<file path="config.mk">
export PLATFORM = sky130hd
export DESIGN_NAME = ft_sync_bridge
export DESIGN_NICKNAME = d
export VERILOG_FILES = /design/src/rtl/ft_bridge_pkg.sv /design/src/rtl/ft_skid_buf.sv /design/src/rtl/ft_sync_bridge.sv
export SDC_FILE = /design/constraint.sdc
export NUM_CORES = 1
export LEC_CHECK = 0
export ABC_AREA = 1
export CAP_MARGIN = 40
export CORE_UTILIZATION = 36
export CTS_CLUSTER_DIAMETER = 30
export CTS_CLUSTER_SIZE = 8
export DETAILED_ROUTE_END_ITERATION = 7
export PLACE_DENSITY = 0.88
export SLEW_MARGIN = 10
export SYNTH_ARGS = -nofsm -noshare
export SYNTH_HDL_FRONTEND = slang
export SYNTH_HIERARCHICAL = 1
export SYNTH_SLANG_ARGS = --single-unit
</file>
<file path="constraint.sdc">
create_clock -name ft_clkout -period 1.7 [get_ports ft_clkout]
set_input_delay 0.34 -clock ft_clkout [delete_from_list [all_inputs] [get_ports ft_clkout]]
set_output_delay 0.34 -clock ft_clkout [all_outputs]
set_load 0.05 [all_outputs]
</file>
<file path="src/rtl/ft_bridge_pkg.sv">
// Shared types, constants and helpers for the FT synchronous FIFO bridge.
package ft_bridge_pkg;

  typedef enum logic [2:0] {
    StIdle,
    StWr,
    StRdTa,
    StRd,
    StRdEnd
  } ft_state_e;

  localparam int unsigned SkidDepth = 2;

  function automatic logic [31:0] sat_inc32(input logic [31:0] val);
    return (val == 32'hFFFF_FFFF) ? val : val + 32'd1;
  endfunction

endpackage

</file>
<file path="src/rtl/ft_skid_buf.sv">
// Two-entry in-order skid FIFO holding RX words (data plus byte enables) captured from the FT bus.
module ft_skid_buf
  import ft_bridge_pkg::*;
#(
  parameter int unsigned Width = 9
) (
  input  logic             clk_i,
  input  logic             rst_ni,
  input  logic             push_i,
  input  logic [Width-1:0] wdata_i,
  input  logic             pop_i,
  output logic [Width-1:0] rdata_o,
  output logic [1:0]       count_o
);

  logic [Width-1:0] mem_q [SkidDepth];
  logic             wptr_q, wptr_d;
  logic             rptr_q, rptr_d;
  logic [1:0]       cnt_q, cnt_d;

  always_comb begin
    wptr_d = wptr_q;
    rptr_d = rptr_q;
    cnt_d  = cnt_q;
    if (push_i) wptr_d = ~wptr_q;
    if (pop_i)  rptr_d = ~rptr_q;
    case ({push_i, pop_i})
      2'b10:   cnt_d = cnt_q + 2'd1;
      2'b01:   cnt_d = cnt_q - 2'd1;
      default: cnt_d = cnt_q;
    endcase
  end

  always_ff @(posedge clk_i or negedge rst_ni) begin
    if (!rst_ni) begin
      wptr_q <= 1'b0;
      rptr_q <= 1'b0;
      cnt_q  <= 2'd0;
    end else begin
      wptr_q <= wptr_d;
      rptr_q <= rptr_d;
      cnt_q  <= cnt_d;
    end
  end

  // Payload storage needs no reset; validity is tracked by cnt_q alone.
  always_ff @(posedge clk_i) begin
    if (push_i) mem_q[wptr_q] <= wdata_i;
  end

  assign rdata_o = mem_q[rptr_q];
  assign count_o = cnt_q;

endmodule

</file>
<file path="src/rtl/ft_sync_bridge.sv">
// Bridge between an FT synchronous-FIFO device and local TX/RX FIFOs, round-robin burst arbitration.
// Optional word counters are built when FT_BRIDGE_STATS_EN is defined.
module ft_sync_bridge
  import ft_bridge_pkg::*;
#(
  parameter int unsigned DATA_W    = 8,
  parameter int unsigned MAX_BURST = 64
) (
  input  logic                ft_clkout,
  input  logic                rst_n,
  input  logic [DATA_W-1:0]   ft_data_i,
  output logic [DATA_W-1:0]   ft_data_o,
  output logic                ft_data_oe,
  input  logic [DATA_W/8-1:0] ft_be_i,
  output logic [DATA_W/8-1:0] ft_be_o,
  input  logic                ft_rxf_n,
  input  logic                ft_txe_n,
  output logic                ft_rd_n,
  output logic                ft_wr_n,
  output logic                ft_oe_n,
  output logic                ft_siwu_n,
  input  logic [DATA_W-1:0]   tx_rdata,
  input  logic                tx_rempty,
  output logic                tx_rinc,
  output logic [DATA_W-1:0]   rx_wdata,
  output logic [DATA_W/8-1:0] rx_wbe,
  input  logic                rx_wfull,
  output logic                rx_winc,
  input  logic                tx_flush,
  output logic [31:0]         stat_tx_words,
  output logic [31:0]         stat_rx_words
);

  localparam int unsigned BeW       = DATA_W / 8;
  localparam int unsigned CntW      = $clog2(MAX_BURST + 1);
  localparam logic [CntW-1:0] BurstLast = CntW'(MAX_BURST - 1);
  localparam logic [1:0]      SkidFull  = 2'(SkidDepth);

  ft_state_e         state_q, state_d;
  logic              prio_wr_q, prio_wr_d;
  logic              flush_q, flush_d;
  logic [CntW-1:0]   burst_q, burst_d;
  logic [1:0]        skid_cnt;
  logic [DATA_W+BeW-1:0] skid_rdata;
  logic              skid_empty, skid_push, skid_pop, rd_en;
  logic              wr_elig, rd_elig, burst_end, siwu_fire;

  assign ft_data_o  = tx_rdata;
  assign ft_be_o    = '1;
  assign skid_empty = (skid_cnt == 2'd0);
  assign wr_elig    = ~ft_txe_n & ~tx_rempty;
  assign rd_elig    = ~ft_rxf_n & skid_empty;
  assign rd_en      = (state_q == StRd) && (skid_cnt < SkidFull);
  assign skid_push  = rd_en & ~ft_rxf_n;
  // Drain runs regardless of FSM state so RD_END/IDLE never strand words.
  assign skid_pop   = ~skid_empty & ~rx_wfull;
  assign rx_winc    = skid_pop;
  assign rx_wdata   = skid_rdata[DATA_W-1:0];
  assign rx_wbe     = skid_rdata[DATA_W+:BeW];
  assign ft_siwu_n  = ~siwu_fire;
  assign flush_d    = tx_flush | (flush_q & ~siwu_fire);

  always_comb begin
    state_d    = state_q;
    prio_wr_d  = prio_wr_q;
    burst_d    = burst_q;
    burst_end  = 1'b0;
    siwu_fire  = 1'b0;
    ft_wr_n    = 1'b1;
    ft_rd_n    = 1'b1;
    ft_oe_n    = 1'b1;
    ft_data_oe = 1'b0;
    tx_rinc    = 1'b0;
    unique case (state_q)
      StIdle: begin
        siwu_fire = flush_q & tx_rempty;
        burst_d   = '0;
        if (wr_elig && (prio_wr_q || !rd_elig)) begin
          state_d = StWr;
        end else if (rd_elig) begin
          state_d = StRdTa;
        end
      end
      StWr: begin
        ft_data_oe = 1'b1;
        ft_wr_n    = tx_rempty;
        tx_rinc    = ~tx_rempty & ~ft_txe_n;
        if (tx_rinc) burst_d = burst_q + CntW'(1);
        if (ft_txe_n || tx_rempty || (tx_rinc && (burst_q == BurstLast))) begin
          state_d   = StIdle;
          burst_end = 1'b1;
        end
      end
      StRdTa: begin
        ft_oe_n = 1'b0;
        state_d = StRd;
      end
      StRd: begin
        ft_oe_n = 1'b0;
        ft_rd_n = ~rd_en;
        if (skid_push) burst_d = burst_q + CntW'(1);
        if (ft_rxf_n || (skid_push && (burst_q == BurstLast))) begin
          state_d   = StRdEnd;
          burst_end = 1'b1;
        end
      end
      StRdEnd: state_d = StIdle;
      default: state_d = StIdle;
    endcase
    if (burst_end) prio_wr_d = ~prio_wr_q;
  end

  always_ff @(posedge ft_clkout or negedge rst_n) begin
    if (!rst_n) begin
      state_q   <= StIdle;
      prio_wr_q <= 1'b1;
      flush_q   <= 1'b0;
      burst_q   <= '0;
    end else begin
      state_q   <= state_d;
      prio_wr_q <= prio_wr_d;
      flush_q   <= flush_d;
      burst_q   <= burst_d;
    end
  end

  ft_skid_buf #(
    .Width (DATA_W + BeW)
  ) u_skid (
    .clk_i   (ft_clkout),
    .rst_ni  (rst_n),
    .push_i  (skid_push),
    .wdata_i ({ft_be_i, ft_data_i}),
    .pop_i   (skid_pop),
    .rdata_o (skid_rdata),
    .count_o (skid_cnt)
  );

`ifdef FT_BRIDGE_STATS_EN
  logic [31:0] stat_tx_q, stat_tx_d, stat_rx_q, stat_rx_d;

  always_comb begin
    stat_tx_d = tx_rinc ? sat_inc32(stat_tx_q) : stat_tx_q;
    stat_rx_d = rx_winc ? sat_inc32(stat_rx_q) : stat_rx_q;
  end

  always_ff @(posedge ft_clkout or negedge rst_n) begin
    if (!rst_n) begin
      stat_tx_q <= '0;
      stat_rx_q <= '0;
    end else begin
      stat_tx_q <= stat_tx_d;
      stat_rx_q <= stat_rx_d;
    end
  end

  assign stat_tx_words = stat_tx_q;
  assign stat_rx_words = stat_rx_q;
`else
  assign stat_tx_words = '0;
  assign stat_rx_words = '0;
`endif

endmodule

</file>
==> flow_summary_export.csv, run 1 <==
group,metric,value,unit
placed_design,gp_routability_congestion,0.828,
clock_tree,clk_pin_slew_worst_paths,70,ps
setup_path,crit_path_cell_trace,"buf_4, nor3_2, nand3_2, buf_12",
synth,synth_ff_type,"edfxtp_1",
global_routing,pin_count_of_the_biggest_net_entering_global_routing,20,
routing,drt.antenna.violating_nets,0,
synth,synth_warnings,6,
floorplan,io_pins,113,
synth,post_synth_instance_area,2190,sq um
synth,synth_most_common_cell,"buf_4",
clock_tree,cts-root-to-sink-buffers,2,
clock_tree,clock_sink_count,34,
floorplan,die_height,80.1,microns
clock_tree,tritoncts_buffers,5,
timing,rsz0062_at_grt,"true",
power,total_power,4360,uW
setup_path,setup.worst_path.class,"register to output port",
power,power_density,1640,nW/um^2
final_layout,final_net_count,313,
floorplan,fp.dieArea,6410,sq um
routing,drt-total-wl,3500,microns
clock_tree,clock_tree.root_cell,"clkbuf_8",
final_layout,num_antenna_cells,0,
hold_path,type_of_the_most_critical_hold_path,"input pin to async pin",
floorplan,initial_utilization,37.3,%
timing,finClkSkew,5.81,ps
clock_tree,cts_tree,"built",
timing,fin_crit_sh,98.6,%
synth,post_synth_main_area_contributors,"buf_4 (25%), edfxtp_1 (25%), dfrtp_1 (17%)",
routing,via_count,1488,
routing,drt_pre_antenna_iters,4,
synth,yosysSeqAreaShare,42.9,%
global_routing,grtUsageTotal,11.7,%
synth,synth_edf_count,18,
setup_path,cp-start-kind,"register",
timing,setup_ws,23.6,ps
setup_path,worstPathArrival,1340,ps
floorplan,core_region_area,5890,sq um
setup_path,setup.worst_path.end_class,"output port",
synth,synth.top_cell.area_share,25.0,%
final_layout,fillerInstances,557,
global_routing,global_route_wire_length_before_repair,5680,microns
synth,synthesized_netlist_cell_count,251,
global_routing,grt-ovfl-total,0,
power,ir_worst_vdd,0.924,mV
setup_path,critical_path_required,1360,ps
clock_tree,clk-insertion-delay-late,280,ps
final_layout,multi_input_comb_area,866,sq um
synth,avgSynthCellArea,8.74,sq um
clock_tree,htreeDepth,2,
synth,async_flop_share,47.1,%
setup_path,r2r_cells,9,
timing,post-route-min-period,1680,ps
outcome,run_status,"finished clean",
synth,netlist_top_cells_count,"buf_4 (73), nand2_1 (40), inv_1 (27)",
setup_path,slowest_delay,390,ps
routing,avgRoutedWirePerCell,9.64,microns
setup_path,crit_slowest_cell,"dfrtp_1",
timing,slew_viol_final,0,
floorplan,die_x,80.1,microns
global_routing,vias_in_the_first_global_route,1293,
synth,postSynthRegisterBits,34,
placed_design,io_buffers,31,
final_layout,synthToLayoutAreaGrowth,21.0,%
floorplan,core.rowCount,28,
final_layout,layout.area.seq,950,sq um
synth,synthDominantAreaCellType,"buf_4",
timing,fmax,597,MHz
job,drv.max_cap_violation_count,0,
timing,setup_viol,0,
power,power_leakage,0.00124,uW
final_layout,drive_above_1_share,22.2,%
routing,drt_first_iter_violations,78,
global_routing,initial_antenna_violation_count,0,
placed_design,detailed_place_hpwl,2660,microns
timing,timing.final.hold_violations,0,
routing,vias_per_std_cell,4.10,
setup_path,path_max_fanout,4,
placed_design,detailedPlace.worstSlack,-5.77,ps
synth,synth.distinct_cells,28,
routing,drt_drc_violations_left,0,
## cells by family (layout without fill, tap and decap cells)
| family | count (synthesis) | count (layout) | synth area share [%] |
|---|---|---|---|
| AND/OR/NAND/NOR | 81 | 81 | 16.5 |
| other | 2 | 65 | 0.342 |
| AO/OA/AOI/OAI | 22 | 22 | 5.42 |
| buffers and inverters | 106 | 80 | 32.0 |
| adder cells (fa/ha/maj) | 2 | 2 | 1.14 |
| flip-flops | 34 | 34 | 42.9 |
| XOR/XNOR | 4 | 4 | 1.60 |
## per-layer routing
layer	up-vias	track usage, %	share of wire, %
li1	726	-	-
met1	680	12.4	37
met2	76	21.4	54
met3	6	3.75	7.8
met4	0	4.46	1.1
met5	-	0	0
## through the flow
stage	hold slack, ps	std cells	instance area (sq um)	util, %	setup TNS (ps)
floorplan	44.4	314	2470	-	-1850
global route	410	363	2660	45.1	-84.3
global placement	468	350	2470	42.0	0
finish	386	363	2660	45.1	0
detailed placement	477	350	2470	42.0	-5.77
CTS	388	360	2600	44.1	-60.2
## sequential cells by signal (all words and copies together) (netlist names)
signal and count:
prio_wr_q 1, state_q 3, u_skid/rptr_q 1, u_skid/mem_q 18
u_skid/wptr_q 1, flush_q 1, burst_q 7, u_skid/count_o 2
## layout make-up
cell class | instances | area share [%]
sequential | 34 | 35.8
multi-input combinational | 174 | 32.6
timing repair buffer | 42 | 20.6
inverter | 30 | 4.33
tap | 75 | 3.53
clock buffer | 5 | 2.59
clock inverter | 3 | 0.612
## critical path, delay by kind of cell, from the launching register on
kind	cells	cell delay, ps
flip-flops	1	390
buffers and inverters	2	330
AND/OR/NAND/NOR	2	330
## worst paths after layout
kind | slack [ps] | startpoint | to
hold / removal | 390 | rst_n | flush_q
setup reg to reg | 100 | state_q[1] | u_skid/count_o[1]
max in group asynchronous | 1060 | rst_n | prio_wr_q
setup / recovery | 20 | state_q[0] | ft_siwu_n
hold reg to reg | 510 | flush_q | flush_q
min in group ft_clkout | 480 | tx_rempty | flush_q
## cell usage in the layout, fill, tap and decap left out, types with 2 or more instances in the layout
| cell | count |
|---|---|
| dfrtp_2 | 3 |
| nor2_4 | 5 |
| nand2_1 | 40 |
| dfrtp_1 | 11 |
| clkdlybuf4s50_1 | 14 |
| inv_2 | 5 |
| conb_1 | 65 |
| nand3_1 | 13 |
| buf_12 | 15 |
| edfxtp_1 | 18 |
| inv_1 | 24 |
| nor2_1 | 9 |
| o21ai_1 | 13 |
| or2_2 | 2 |
| nand4_1 | 2 |
| nand2_2 | 2 |
| o21ai_0 | 4 |
| nor2_2 | 2 |
| xor2_1 | 3 |
| clkbuf_8 | 5 |
| buf_4 | 11 |
| nand3_2 | 2 |
| o21ai_2 | 2 |
## power breakdown
group	internal [uW]	total, uW	switching [uW]
Sequential	1050	1250	206
Clock	280	561	281
Combinational	978	2540	1570
## what timing repair did
action / CTS / global route
setup endpoints to repair: 13 / 27
pin swaps: 1 / 3
hold buffers: 0 / 0
setup buffers: 2 / 3
gates resized for setup: 15 / 11
Power figures use the tool's default switching activity.
==> inputs of run 2 (changes only) <==
--- a/config.mk
+++ b/config.mk
@@ -11,9 +11,8 @@
 export CTS_CLUSTER_DIAMETER = 30
 export CTS_CLUSTER_SIZE = 8
 export DETAILED_ROUTE_END_ITERATION = 7
-export PLACE_DENSITY = 0.88
+export PLACE_DENSITY = 0.89
 export SLEW_MARGIN = 10
 export SYNTH_ARGS = -nofsm -noshare
 export SYNTH_HDL_FRONTEND = slang
-export SYNTH_HIERARCHICAL = 1
 export SYNTH_SLANG_ARGS = --single-unit
==> run 2 against run 1 <==
The flow now finishes with violations (setup timing). Power decreased by 9.2%. Clock-buffer cell count is 1 higher. Final cell count decreased by 2.2%.
==> flow_summary_export.csv, run 2 <==
group,metric,value,unit
synth,yosys.area_share.simple,18.1,%
final_layout,largest_register_ffs,18,
final_layout,postLayoutCoreUtil,44.4,%
global_routing,global_route_wire_length_before_repair,5820,microns
power,ir_worst_vdd,1.07,mV
timing,fmax,576,MHz
timing,timing.final.hold_violations,0,
setup_path,critical_path_required,1360,ps
floorplan,fp.dieArea,6150,sq um
final_layout,drive_above_1_share,19.4,%
synth,post_synth_instance_area,2100,sq um
synth,netlist_top_cells_count,"buf_4 (73), nand2_1 (58), edfxtp_1 (18)",
global_routing,pin_count_of_the_biggest_net_entering_global_routing,17,
setup_path,setup.worst_path.class,"register to output port",
outcome,run_status,"finished with violations",
global_routing,initial_antenna_violation_count,0,
final_layout,reg_top3,"u_skid.mem_q x18, burst_q x7, state_q x3",
floorplan,core.rowCount,27,
final_layout,fillerInstances,513,
final_layout,num_antenna_cells,0,
clock_tree,clock_sink_count,34,
setup_path,r2r-end,"u_skid.mem_q[1][1]",
routing,drt.antenna.violating_nets,0,
synth,post_synth_mux_area_share,0,%
synth,synth.distinct_cells,25,
synth,synthesized_netlist_cell_count,241,
final_layout,layout.area.seq,943,sq um
placed_design,detailed_place_hpwl,2820,microns
timing,rsz0062_at_grt,"true",
routing,via_count,1447,
placed_design,io_buffers,31,
timing,finClkSkew,4.15,ps
synth,async_flop_share,47.1,%
routing,drt_first_iter_violations,35,
synth,synth.top_cell.area_share,26.1,%
placed_design,gp_routability_congestion,0.850,
final_layout,non_filler_cell_area_final,2470,sq um
synth,share_of_the_synthesized_area_in_compound_gates_ao_oa_aoi_oai,3.45,%
synth,synth_edf_count,18,
hold_path,type_of_the_most_critical_hold_path,"input pin to async pin",
final_layout,multi_input_comb_area,836,sq um
timing,fin_crit_sh,102,%
final_layout,final_net_count,308,
timing,post-route-min-period,1740,ps
floorplan,initial_utilization,37.7,%
clock_tree,clk_pin_slew_worst_paths,70,ps
synth,post_synth_main_area_contributors,"buf_4 (26%), edfxtp_1 (26%), dfrtp_1 (18%)",
clock_tree,clk-insertion-delay-late,290,ps
setup_path,r2r-start,"state_q[1]",
global_routing,vias_in_the_first_global_route,1325,
clock_tree,cts_tree,"built",
floorplan,core_region_area,5570,sq um
power,power_leakage,0.00119,uW
global_routing,grtUsageTotal,12.7,%
setup_path,r2r_cells,6,
clock_tree,post_cts_hold_buffer_count,0,
synth,avgSynthCellArea,8.73,sq um
setup_path,setup.worst_path.end_class,"output port",
power,power_density,1600,nW/um^2
routing,drt-total-wl,3710,microns
routing,vias_per_std_cell,4.08,
routing,drt_pre_antenna_iters,4,
final_layout,layout_common_cells,"conb_1 (65), nand2_1 (55), buf_4 (23), edfxtp_1 (18), clkdlybuf4s50_1 (15)",
clock_tree,cts-root-to-sink-buffers,2,
clock_tree,htreeDepth,2,
routing,avgRoutedWirePerCell,10.4,microns
timing,setup_ws,-37.5,ps
routing,drt_drc_violations_left,0,
setup_path,reg2reg_slack,100,ps
placed_design,placedInstanceArea,2290,sq um
floorplan,die_height,78.4,microns
synth,synth_most_common_cell,"buf_4",
timing,slew_viol_final,0,
final_layout,synthToLayoutAreaGrowth,17.5,%
setup_path,path_max_fanout,3,
floorplan,die_x,78.4,microns
clock_tree,clock_tree.root_cell,"clkbuf_8",
final_layout,max_flop_register,"u_skid.mem_q",
synth,synth_fa_ha_area_share,1.19,%
synth,synthXorXnorAreaFrac,2.50,%
global_routing,grt-ovfl-total,0,
synth,yosysSeqAreaShare,44.8,%
synth,synth_top_family_by_area,"buffers and inverters",
setup_path,worstPathArrival,1400,ps
synth,synth_ff_type,"edfxtp_1",
setup_path,cp-start-kind,"register",
synth,synth_warnings,0,
clock_tree,tritoncts_buffers,5,
job,drv.max_cap_violation_count,0,
outcome,failed_checks,"setup timing",
timing,setup_viol,2,
synth,synthDominantAreaCellType,"buf_4",
final_layout,final_common_cell,"conb_1",
synth,postSynthRegisterBits,34,
floorplan,io_pins,113,
-- run 2: worst max path at each step --
| stage | startpoint | to | slack, ps |
|---|---|---|---|
| after floorplan | u_skid.count_o[1] | u_skid.count_o[1] | -50 |
| after global placement | ft_rxf_n | u_skid.count_o[1] | 9 |
| after detailed placement | ft_rxf_n | u_skid.count_o[1] | -50 |
| after CTS | state_q[2] | ft_wr_n | -70 |
| after global routing | state_q[1] | tx_rinc | -140 |
| final | state_q[2] | tx_rinc | -40 |
-- run 2: cells by family (layout without fill, tap and decap cells) --
kind of cell | after synthesis | in the layout
other | 2 | 65
AOI/OAI and AO/OA | 14 | 14
xor gates and xnor gates | 6 | 6
adders and majority gates | 2 | 2
and+or+nand+nor | 92 | 92
buffers and inverters | 91 | 70
DFF | 34 | 34
-- run 2: where the power goes --
| group | total [uW] | switching, uW | leakage [uW] | internal, uW |
|---|---|---|---|---|
| logic | 2240 | 1510 | 0.000787 | 733 |
| clock network | 558 | 277 | 0.0000426 | 281 |
| registers | 1160 | 136 | 0.000362 | 1020 |
| total | 3960 | 1920 | 0.00119 | 2030 |
-- run 2: stage by stage --
step	setup WS, ps	total power, uW	instances	setup TNS (ps)	hold WS (ps)
floorplan	-45.9	2760	304	-45.9	44.4
global placement	8.96	3170	343	0	468
detailed placement	-48.1	3220	343	-48.1	480
CTS	-73.8	3820	352	-157	365
global route	-142	4190	355	-576	384
finish	-37.5	3960	355	-66.9	368
-- run 2: final cells by class --
type | instances | area share (%)
clock buffers | 6 | 2.94
flip-flops and latches | 34 | 38.2
multi-input cells | 179 | 33.8
clock inverters | 2 | 0.354
inverters | 16 | 2.48
well taps | 72 | 3.64
repair buffers | 46 | 18.6
-- run 2: critical path: stages, from the launching register on --
cell     delay (ps)
dfrtp_1         440
nor2_2          140
nand2_2         100
buf_4           160
nor2_4          120
buf_12          150
-- run 2: repair_timing --
action | in CTS | in global routing
setup endpoints to repair | 5 | 6
pin swaps | 0 | 6
resized for setup | 6 | 16
buffers inserted | 1 | 3
gates cloned | 0 | 0
-- run 2: layer usage --
metal / vias up / routed length, microns / GRT usage [%]
li1: 699 / - / -
met1: 646 / 1360 / 12.8
met2: 91 / 1900 / 22.2
met3: 11 / 371 / 5.23
met4: 0 / 76 / 6.67
met5: - / 0 / 0
==> inputs of run 3 (changes only) <==
--- a/config.mk
+++ b/config.mk
@@ -7,11 +7,14 @@
 export LEC_CHECK = 0
 export ABC_AREA = 1
 export CAP_MARGIN = 40
-export CORE_UTILIZATION = 36
+export CELL_PAD_IN_SITES_DETAIL_PLACEMENT = 0
+export CELL_PAD_IN_SITES_GLOBAL_PLACEMENT = 1
+export CORE_MARGIN = 2
+export CORE_UTILIZATION = 25
 export CTS_CLUSTER_DIAMETER = 30
 export CTS_CLUSTER_SIZE = 8
 export DETAILED_ROUTE_END_ITERATION = 7
-export PLACE_DENSITY = 0.89
+export PLACE_DENSITY = 0.88
 export SLEW_MARGIN = 10
 export SYNTH_ARGS = -nofsm -noshare
 export SYNTH_HDL_FRONTEND = slang
==> run 3 against run 2 <==
The run still ends with setup timing left. Routed wire length down 3.9%. First-iteration DRC count down 26%. Critical path depth stayed put. Core utilization is 13 points lower. Combinational power shrank 3%. Cell area is 2.4% higher. Via count decreased by 3.0%. Clock-buffer cell count shrank 1. Critical path type unchanged.
==> flow_summary_export.csv, run 3 (synthesized netlist as in run 2, its figures left out) <==
group,metric,value,unit
job,drv.max_cap_violation_count,0,
power,ir_worst_vdd,1.02,mV
timing,finClkSkew,7.31,ps
final_layout,reg_top3,"u_skid.mem_q x18, burst_q x7, state_q x3",
placed_design,detailed_place_hpwl,2690,microns
outcome,run_status,"finished with violations",
setup_path,setup.worst_path.end_class,"output port",
final_layout,layoutNonFillerInstCount,388,
clock_tree,tritoncts_buffers,5,
setup_path,r2r-end,"burst_q[0]",
routing,drt_drc_violations_left,0,
timing,timing.final.hold_violations,0,
final_layout,final_common_cell,"conb_1",
clock_tree,cts_tree,"built",
timing,final.hold.worst_slack,361,ps
setup_path,path_max_fanout,4,
floorplan,io_pins,113,
final_layout,drive_above_1_share,18.4,%
floorplan,initial_utilization,25.7,%
routing,avgRoutedWirePerCell,9.19,microns
clock_tree,clock_sink_count,34,
clock_tree,clk-insertion-delay-late,290,ps
outcome,failed_checks,"setup timing",
clock_tree,clk_pin_slew_worst_paths,80,ps
floorplan,die_x,95.7,microns
hold_path,type_of_the_most_critical_hold_path,"input pin to async pin",
routing,drt-total-wl,3570,microns
setup_path,critical_path_required,1360,ps
global_routing,vias_in_the_first_global_route,1208,
global_routing,pin_count_of_the_biggest_net_entering_global_routing,17,
setup_path,cp-start-kind,"register",
global_routing,grtUsageTotal,8.11,%
power,power_density,1660,nW/um^2
global_routing,initial_antenna_violation_count,0,
timing,setup_ws,-6.00,ps
final_layout,max_flop_register,"u_skid.mem_q",
placed_design,numPlacedInstances,376,
floorplan,die_height,95.7,microns
timing,rsz0062_at_grt,"true",
timing,setup_viol,1,
timing,slew_viol_final,0,
routing,drt.antenna.violating_nets,0,
floorplan,fp.dieArea,9160,sq um
setup_path,crit_path_start,"state_q[2]",
clock_tree,htreeDepth,2,
routing,via_count,1404,
placed_design,gp_routability_congestion,0.835,
timing,post-route-min-period,1710,ps
clock_tree,clock_tree.root_cell,"clkbuf_8",
final_layout,fillerInstances,874,
final_layout,num_antenna_cells,0,
final_layout,largest_register_ffs,18,
power,power_switching_share,45.0,%
power,power_switching,1900,uW
final_layout,synthToLayoutAreaGrowth,20.4,%
timing,fmax,586,MHz
setup_path,cp-endpoint,"tx_rinc",
power,seq_power_share,26.8,%
global_routing,grt-ovfl-total,0,
placed_design,io_buffers,31,
power,power.share.clock,21.4,%
routing,drt_pre_antenna_iters,4,
setup_path,r2r-start,"state_q[2]",
timing,fin_crit_sh,100,%
global_routing,global_route_wire_length_before_repair,5540,microns
power,power_leakage,0.00121,uW
floorplan,core.rowCount,33,
final_layout,layout_common_cells,"conb_1 (65), nand2_1 (57), buf_4 (25), edfxtp_1 (18)",
setup_path,r2r_cells,8,
floorplan,core_region_area,8180,sq um
power,power.combinational.fraction,51.8,%
final_layout,final_net_count,308,
setup_path,setup.worst_path.class,"register to output port",
setup_path,worstPathArrival,1370,ps
setup_path,reg2reg_slack,130,ps
routing,vias_per_std_cell,3.62,
power,intPower,2320,uW
clock_tree,cts-root-to-sink-buffers,2,
power,total_power,4210,uW
routing,drt_first_iter_violations,26,
## run 3: changes by cell type in the layout (fill, tap and decap cells not counted), sizes merged
cell	delta
bufinv	+2
clkbuf	-1
clkinv	-1
## run 3: repair_timing
item	4_1_cts	5_1_grt
hold endpoints to repair	0	0
pin swaps	1	0
gates resized for setup	8	5
setup endpoints to repair	7	8
setup buffers	4	0
hold buffers	0	0
## run 3: critical path: stages (launching register included)
cell and delay, ps:
dfrtp_1 440, nor2_2 140, nand2_2 80, buf_4 150, nor2_4 110, buf_12 150
## run 3: area by class of cell
cell class              instances  area [sq um]  area share [%]
flip-flops and latches         34           942            37.2
multi-input cells             179           807            31.9
repair buffers                 46           453            17.9
well taps                     105           131            5.19
clock buffers                   5          68.8            2.72
clock inverters                 3          68.8            2.72
inverters                      16          61.3            2.42
## run 3: per-layer routing
layer | part of all wire, % | wire length (microns) | GRT usage, %
met1 | 41 | 1460 | 8.86
met2 | 50 | 1770 | 13.9
met3 | 7.3 | 262 | 2.51
met4 | 1.9 | 69 | 4.52
met5 | 0 | 0 | 0
## run 3: power groups by stage
stage	combinational [uW]	sequential [uW]	clock (uW)
6_report	2180	1130	901
5_1_grt	2360	1150	960
4_1_cts	2180	1120	924
3_5_place_dp	2060	1140	0
3_3_place_gp	2040	1140	0
2_1_floorplan	1650	1110	0
## run 3: worst min-delay path by stage
stage                          endpoint  slack (ps)
final                        state_q[1]         360
after global routing            flush_q         380
after CTS                 u_skid.rptr_q         360
after detailed placement      prio_wr_q         480
after global placement       burst_q[6]         470
after floorplan              burst_q[0]          40
## run 3: through the flow
stage	setup WS, ps	setup TNS [ps]	instance area [sq um]	utilization (%)
2_1_floorplan	-45.9	-45.9	2340	-
3_3_place_gp	-3.28	-3.28	2330	28.5
3_5_place_dp	-37.9	-37.9	2330	28.5
4_1_cts	-29.6	-41.3	2520	30.8
5_1_grt	-61.9	-152	2530	31.0
6_report	-6.00	-6.00	2530	31.0
